--- src/rtl/lcd_text_buffer_if.sv ---
// Operation handshake between a text source and the LCD text buffer.
interface lcd_text_buffer_if;
    logic       in_valid;
    logic       in_ready;
    logic [1:0] in_op;
    logic [7:0] in_data;

    modport master (output in_valid, output in_op, output in_data, input in_ready);
    modport slave  (input in_valid, input in_op, input in_data, output in_ready);
endinterface

--- src/rtl/lcd_text_buffer.sv ---
// ROWS x COLS character store with write cursor, wrap/scroll at end of screen,
// and an independent registered read port for the LCD controller.
module lcd_text_buffer #(
    parameter int          ROWS  = 2,
    parameter int          COLS  = 16,
    parameter logic [7:0]  FILL  = 8'h20,
    localparam int         DEPTH = ROWS * COLS,
    localparam int         IDX_W = $clog2(DEPTH),
    localparam int         RW    = (ROWS > 1) ? $clog2(ROWS) : 1,
    localparam int         CW    = $clog2(COLS)
) (
    input  logic              CLOCK_50,
    input  logic              rst_n,
    lcd_text_buffer_if.slave  bus,
    input  logic              mode_scroll,
    input  logic [IDX_W-1:0]  rd_index,
    output logic [7:0]        rd_char,
    output logic [RW-1:0]     cursor_row,
    output logic [CW-1:0]     cursor_col,
    output logic              busy
);

    localparam logic [2:0] S_IDLE        = 3'd0;
    localparam logic [2:0] S_CLEAR       = 3'd1;
    localparam logic [2:0] S_SCROLL_RD   = 3'd2;
    localparam logic [2:0] S_SCROLL_WR   = 3'd3;
    localparam logic [2:0] S_SCROLL_FILL = 3'd4;

    localparam logic [1:0] OP_PUT     = 2'd0;
    localparam logic [1:0] OP_NEWLINE = 2'd1;
    localparam logic [1:0] OP_CLEAR   = 2'd2;

    localparam logic [IDX_W-1:0] LAST_IDX  = IDX_W'(DEPTH - 1);
    localparam logic [IDX_W-1:0] COPY_LAST = IDX_W'((ROWS > 1) ? (ROWS - 1) * COLS - 1 : 0);
    localparam logic [IDX_W-1:0] FILL_BASE = IDX_W'((ROWS - 1) * COLS);
    localparam logic [RW-1:0]    LAST_ROW  = RW'(ROWS - 1);
    localparam logic [CW-1:0]    LAST_COL  = CW'(COLS - 1);
    localparam logic [2:0]       S_SCROLL_START = (ROWS > 1) ? S_SCROLL_RD : S_SCROLL_FILL;

    logic [2:0]       state;
    logic [IDX_W-1:0] seq;
    logic [7:0]       scr_data;
    logic [7:0]       mem [DEPTH];

    logic             idle;
    logic             fire;
    logic [IDX_W-1:0] cur_idx;
    logic [IDX_W-1:0] src_idx;
    logic             we;
    logic [IDX_W-1:0] waddr;
    logic [7:0]       wdata;

    assign idle         = (state == S_IDLE);
    assign bus.in_ready = idle;
    assign busy         = !idle;
    assign fire         = bus.in_valid && idle;
    assign cur_idx      = IDX_W'(int'(cursor_row) * COLS + int'(cursor_col));
    assign src_idx      = IDX_W'(int'(seq) + COLS);

    // Single write port shared by PUT, clear and both scroll phases.
    always_comb begin
        we    = 1'b0;
        waddr = seq;
        wdata = FILL;
        case (state)
            S_IDLE: begin
                if (fire && bus.in_op == OP_PUT) begin
                    we    = 1'b1;
                    waddr = cur_idx;
                    wdata = bus.in_data;
                end
            end
            S_CLEAR, S_SCROLL_FILL: we = 1'b1;
            S_SCROLL_WR: begin
                we    = 1'b1;
                wdata = scr_data;
            end
            default: ;
        endcase
        // A reset edge must not commit an in-flight copy or fill write.
        if (!rst_n) we = 1'b0;
    end

    always_ff @(posedge CLOCK_50) begin
        if (we) mem[waddr] <= wdata;
        if (state == S_SCROLL_RD) scr_data <= mem[src_idx];
    end

    always_ff @(posedge CLOCK_50) begin
        if (!rst_n) rd_char <= '0;
        else        rd_char <= mem[rd_index];
    end

    always_ff @(posedge CLOCK_50) begin
        if (!rst_n) begin
            state      <= S_CLEAR;
            seq        <= '0;
            cursor_row <= '0;
            cursor_col <= '0;
        end else begin
            case (state)
                S_IDLE: begin
                    if (fire) begin
                        if (bus.in_op == OP_CLEAR) begin
                            cursor_row <= '0;
                            cursor_col <= '0;
                            seq        <= '0;
                            state      <= S_CLEAR;
                        end else if (bus.in_op == OP_PUT && cursor_col != LAST_COL) begin
                            cursor_col <= cursor_col + CW'(1);
                        end else if (bus.in_op == OP_PUT || bus.in_op == OP_NEWLINE) begin
                            cursor_col <= '0;
                            if (cursor_row != LAST_ROW) begin
                                cursor_row <= cursor_row + RW'(1);
                            end else if (mode_scroll) begin
                                cursor_row <= LAST_ROW;
                                seq        <= '0;
                                state      <= S_SCROLL_START;
                            end else begin
                                cursor_row <= '0;
                            end
                        end else begin
                            cursor_row <= '0;
                            cursor_col <= '0;
                        end
                    end
                end
                S_CLEAR, S_SCROLL_FILL: begin
                    if (seq == LAST_IDX) state <= S_IDLE;
                    else                 seq   <= seq + IDX_W'(1);
                end
                S_SCROLL_RD: state <= S_SCROLL_WR;
                S_SCROLL_WR: begin
                    if (seq == COPY_LAST) begin
                        seq   <= FILL_BASE;
                        state <= S_SCROLL_FILL;
                    end else begin
                        seq   <= seq + IDX_W'(1);
                        state <= S_SCROLL_RD;
                    end
                end
                default: begin
                    seq   <= '0;
                    state <= S_CLEAR;
                end
            endcase
        end
    end

endmodule

--- src/flat_wrapper.sv ---
// flat-port wrapper written by rule: the top's interface ports become plain ports
module lcd_text_buffer_flat 
#(
    parameter int          ROWS  = 2,
    parameter int          COLS  = 16,
    parameter logic [7:0]  FILL  = 8'h20,
    localparam int         DEPTH = ROWS * COLS,
    localparam int         IDX_W = $clog2(DEPTH),
    localparam int         RW    = (ROWS > 1) ? $clog2(ROWS) : 1,
    localparam int         CW    = $clog2(COLS)
)
  (CLOCK_50, rst_n, mode_scroll, rd_index, rd_char, cursor_row, cursor_col, busy, bus_in_valid, bus_in_op, bus_in_data, bus_in_ready);
  lcd_text_buffer_if bus_i ();
  input  logic CLOCK_50;
  input  logic rst_n;
  input  logic mode_scroll;
  input  logic [IDX_W-1:0] rd_index;
  output logic [7:0] rd_char;
  output logic [RW-1:0] cursor_row;
  output logic [CW-1:0] cursor_col;
  output logic busy;
  input wire logic [$bits(bus_i.in_valid)-1:0] bus_in_valid;
  input wire logic [$bits(bus_i.in_op)-1:0] bus_in_op;
  input wire logic [$bits(bus_i.in_data)-1:0] bus_in_data;
  output wire logic [$bits(bus_i.in_ready)-1:0] bus_in_ready;
  assign bus_i.in_valid = bus_in_valid;
  assign bus_i.in_op = bus_in_op;
  assign bus_i.in_data = bus_in_data;
  assign bus_in_ready = bus_i.in_ready;
  lcd_text_buffer #(.ROWS(ROWS), .COLS(COLS), .FILL(FILL)) u_core (.CLOCK_50(CLOCK_50), .rst_n(rst_n), .bus(bus_i), .mode_scroll(mode_scroll), .rd_index(rd_index), .rd_char(rd_char), .cursor_row(cursor_row), .cursor_col(cursor_col), .busy(busy));
endmodule
--- config.mk ---
export PLATFORM = sky130hd
export DESIGN_NAME = lcd_text_buffer_flat
export DESIGN_NICKNAME = d
export VERILOG_FILES = /design/src/rtl/lcd_text_buffer_if.sv /design/src/rtl/lcd_text_buffer.sv /design/src/flat_wrapper.sv
export SDC_FILE = /design/constraint.sdc
export NUM_CORES = 1
export LEC_CHECK = 0
export BUFFER_PORTS_ARGS = -buffer_cell sky130_fd_sc_hd__buf_2
export CORE_ASPECT_RATIO = 1.1
export CORE_UTILIZATION = 45
export DETAILED_ROUTE_END_ITERATION = 10
export GPL_TIMING_DRIVEN = 0
export PLACE_DENSITY = 0.66
export SYNTH_ARGS = -nofsm -noshare
export SYNTH_HDL_FRONTEND = slang
export SYNTH_SLANG_ARGS = --single-unit
--- constraint.sdc ---
create_clock -name CLOCK_50 -period 5.9 [get_ports CLOCK_50]
set_input_delay 0.59 -clock CLOCK_50 [delete_from_list [all_inputs] [get_ports CLOCK_50]]
set_output_delay 0.59 -clock CLOCK_50 [all_outputs]
set_load 0.005 [all_outputs]
==> results.tsv <==
metric	value	unit
drive_above_1_share	0.349	
max-slew-margin-rel	0.109	
p_leak	4.89	nW
cts_tree	done	
hold_slack	0.446	ns
die_w	167	um
hold_buffers	0	
hp-start	mode_scroll	
reg2reg_to	u_core.mem[19][6]$_DFFE_PP_	
area_delta_synth_final	14.2	%
fin_skew	0.0166	ns
tightest_slew	1.34	ns
die_height	183	um
p_per_area	322	nW/um^2
drc	0	
drt_first_pass_iters	5	
peakVddDrop	236	uV
p_total	4.94	mW
num-fill-cells	2286	
post_cts_resized	0	
final_net_count	830	
setup_tns	0	ns
initial_utilization	0.457	
synth-main-ff-cell	edfxtp_1	
synth_nets	761	
dp_hpwl	25400	um
worstPathBufferInverterCount	2	
numCtsBuffers	30	
multi_input_area	4840	sq um
dieArea	30600	sq um
yosysWarnings	0	
synth_area_leaders	edfxtp_1 (59%), mux4_2 (23%), dfxtp_1 (3.1%)	
cpMaxStageDelayCell	nor3_1	
core_area	29500	sq um
post_dp_cell_area	14200	sq um
holdPathEnd	u_core.cursor_row$_SDFFE_PN0P_	
synth.ff_latch_count	285	
cp.required	6.06	ns
overflow	0	
portBuffers	29	
synthCells	738	
groute.usage.overall	0.250	
hold_violations	0	
grt_pass1_wl	54600	um
diodes	0	
netlist_area	13500	sq um
synth_edf_count	264	
hold_path_class	in2reg	
root_buffer	clkbuf_16	
finalCriticalPeriod	3.26	ns
synth_cell_types	60	
grt_pass1_vias	8158	
crit_arrival	3.43	ns
drt_wl_total	37300	um
ant_nets	0	
seq_area	8350	sq um
vias	8093	
post-place-ws	2.22	ns
reg2regPathDepth	6	
first_iter_violations	1061	
post_cts_buffers	0	
fin_ws	2.64	ns
finalCritPeriodShare	0.553	
detail_route.wl_per_cell	31.0	um
yosysTopAreaCell	edfxtp_1	
end_kind	register	
maxCapViolCount	0	
max_freq	306	MHz
layout_commonest_cell	edfxtp_1	
syn_avg_cell_area	18.2	sq um
yosysTopAreaCellShare	0.589	
critPathKind	reg2reg	
r2r_start	u_core.state[0]$_SDFFE_PN1P_	
path_cells	or3_1 -> buf_6 -> nor2_4 -> mux2i_1 -> buf_2 -> nor3_1	
clockBufferDepth	3	
setup_violations	0	
outcome	finished clean	
clk_latency	0.56	ns
place.gp.congestion	0.928	
critPathMaxStageDelay	1.07	ns
cts_sinks	285	
clkTransAtPathRegs	0.07	ns
r2r_slack	2.64	ns
grt_start_max_net_pins	33	
ios	34	
slew_viol_final	0	
cts_max_level	1	
startpoint_type	register	
ys_seq_area_frac	0.620	
hold_path_depth	4	
antenna_found_initial	0	
crit_family	simple AND/OR/NAND/NOR gates	
most-common-layout-cells	edfxtp_1 (264), mux4_2 (136), buf_2 (49), clkbuf_16 (31), clkbuf_1 (27)	
rows	66	
vias_per_cell	6.72	
path_max_fanout	10	
async_flop_share	0	
rsz0062_at_grt	no	
fin_area	15400	sq um
[how the worst max path moves through the flow]
stage / start / to / slack, ns / depth (start not counted)
after floorplan: bus_in_op[0] / u_core.mem[4][0]$_DFFE_PP_ / 3.06 / 5
after global placement: bus_in_op[0] / u_core.mem[26][2]$_DFFE_PP_ / 2.02 / 6
after detailed placement: bus_in_op[0] / u_core.mem[0][3]$_DFFE_PP_ / 2.22 / 5
after CTS: u_core.state[0]$_SDFFE_PN1P_ / u_core.mem[0][5]$_DFFE_PP_ / 2.60 / 5
after global routing: u_core.state[2]$_SDFFE_PN0P_ / u_core.mem[22][4]$_DFFE_PP_ / 2.47 / 6
final: u_core.state[0]$_SDFFE_PN1P_ / u_core.mem[19][6]$_DFFE_PP_ / 2.64 / 6
[synth_stat cells, drive strengths merged (4+ instances only)]
cell,instances
a2111oi,6
a211oi,8
a21oi,11
a221oi,9
a22o,14
a31oi,5
a41oi,4
buf,37
clkbuf,24
dfxtp,21
edfxtp,264
ha,4
inv,7
mux2i,9
mux4,136
nand2,10
nand2b,4
nand3,5
nor2,17
nor2b,22
nor3,45
o21ai,8
o22ai,24
or3,4
[layout make-up]
type / instances / share of cell area
Sequential cell: 285 / 0.543
Multi-Input combinational cell: 384 / 0.315
Clock buffer: 35 / 0.0514
Tap cell: 374 / 0.0304
Buffer: 61 / 0.0233
Clock inverter: 20 / 0.0216
Timing Repair Buffer: 37 / 0.0130
Inverter: 8 / 0.00228
[cell families after synthesis]
logic type / after synthesis / synth area share
simple gates: 125 / 0.0527
compound gates: 108 / 0.0588
mux: 146 / 0.235
fa+ha+maj: 4 / 0.00372
xor+xnor: 1 / 0.000651
buf+inv: 69 / 0.0292
flops: 285 / 0.620
[metrics by stage]
stage / std cells / utilization
final: 1204 / 0.521
after detailed placement: 1147 / 0.483
after CTS: 1202 / 0.521
after floorplan: 738 / -
after global routing: 1204 / 0.521
after global placement: 1141 / 0.478
[power by group]
part           leakage [nW]  total, mW  switching (mW)  internal (mW)
clock                 0.542       2.15           0.796           1.35
combinational          1.70      0.557           0.324          0.233
sequential             2.65       2.24          0.0106           2.23
total                  4.89       4.94            1.13           3.81
[tightest hold or removal path, cell delays in order]
cell	delay, ns
buf_2	0.09
nor3b_1	0.04
nor2_1	0.08
o221a_2	0.18
[metal layers]
layer | global-route usage | wire length [um] | up-vias
met3 | 0.0411 | 3100 | 97
met2 | 0.414 | 18400 | 463
li1 | - | - | 3319
met1 | 0.325 | 14100 | 4214
met4 | 0.116 | 1810 | 0
met5 | 0 | 0 | -
[flip-flops by register name, summed over array words and instances, names as in the netlist]
| name | count |
|---|---|
| u_core.cursor_col | 4 |
| u_core.rd_char | 8 |
| u_core.mem | 256 |
| u_core.state | 3 |
| u_core.cursor_row | 1 |
| u_core.scr_data | 8 |
| u_core.seq | 5 |
(Power assumes the default switching activity.)
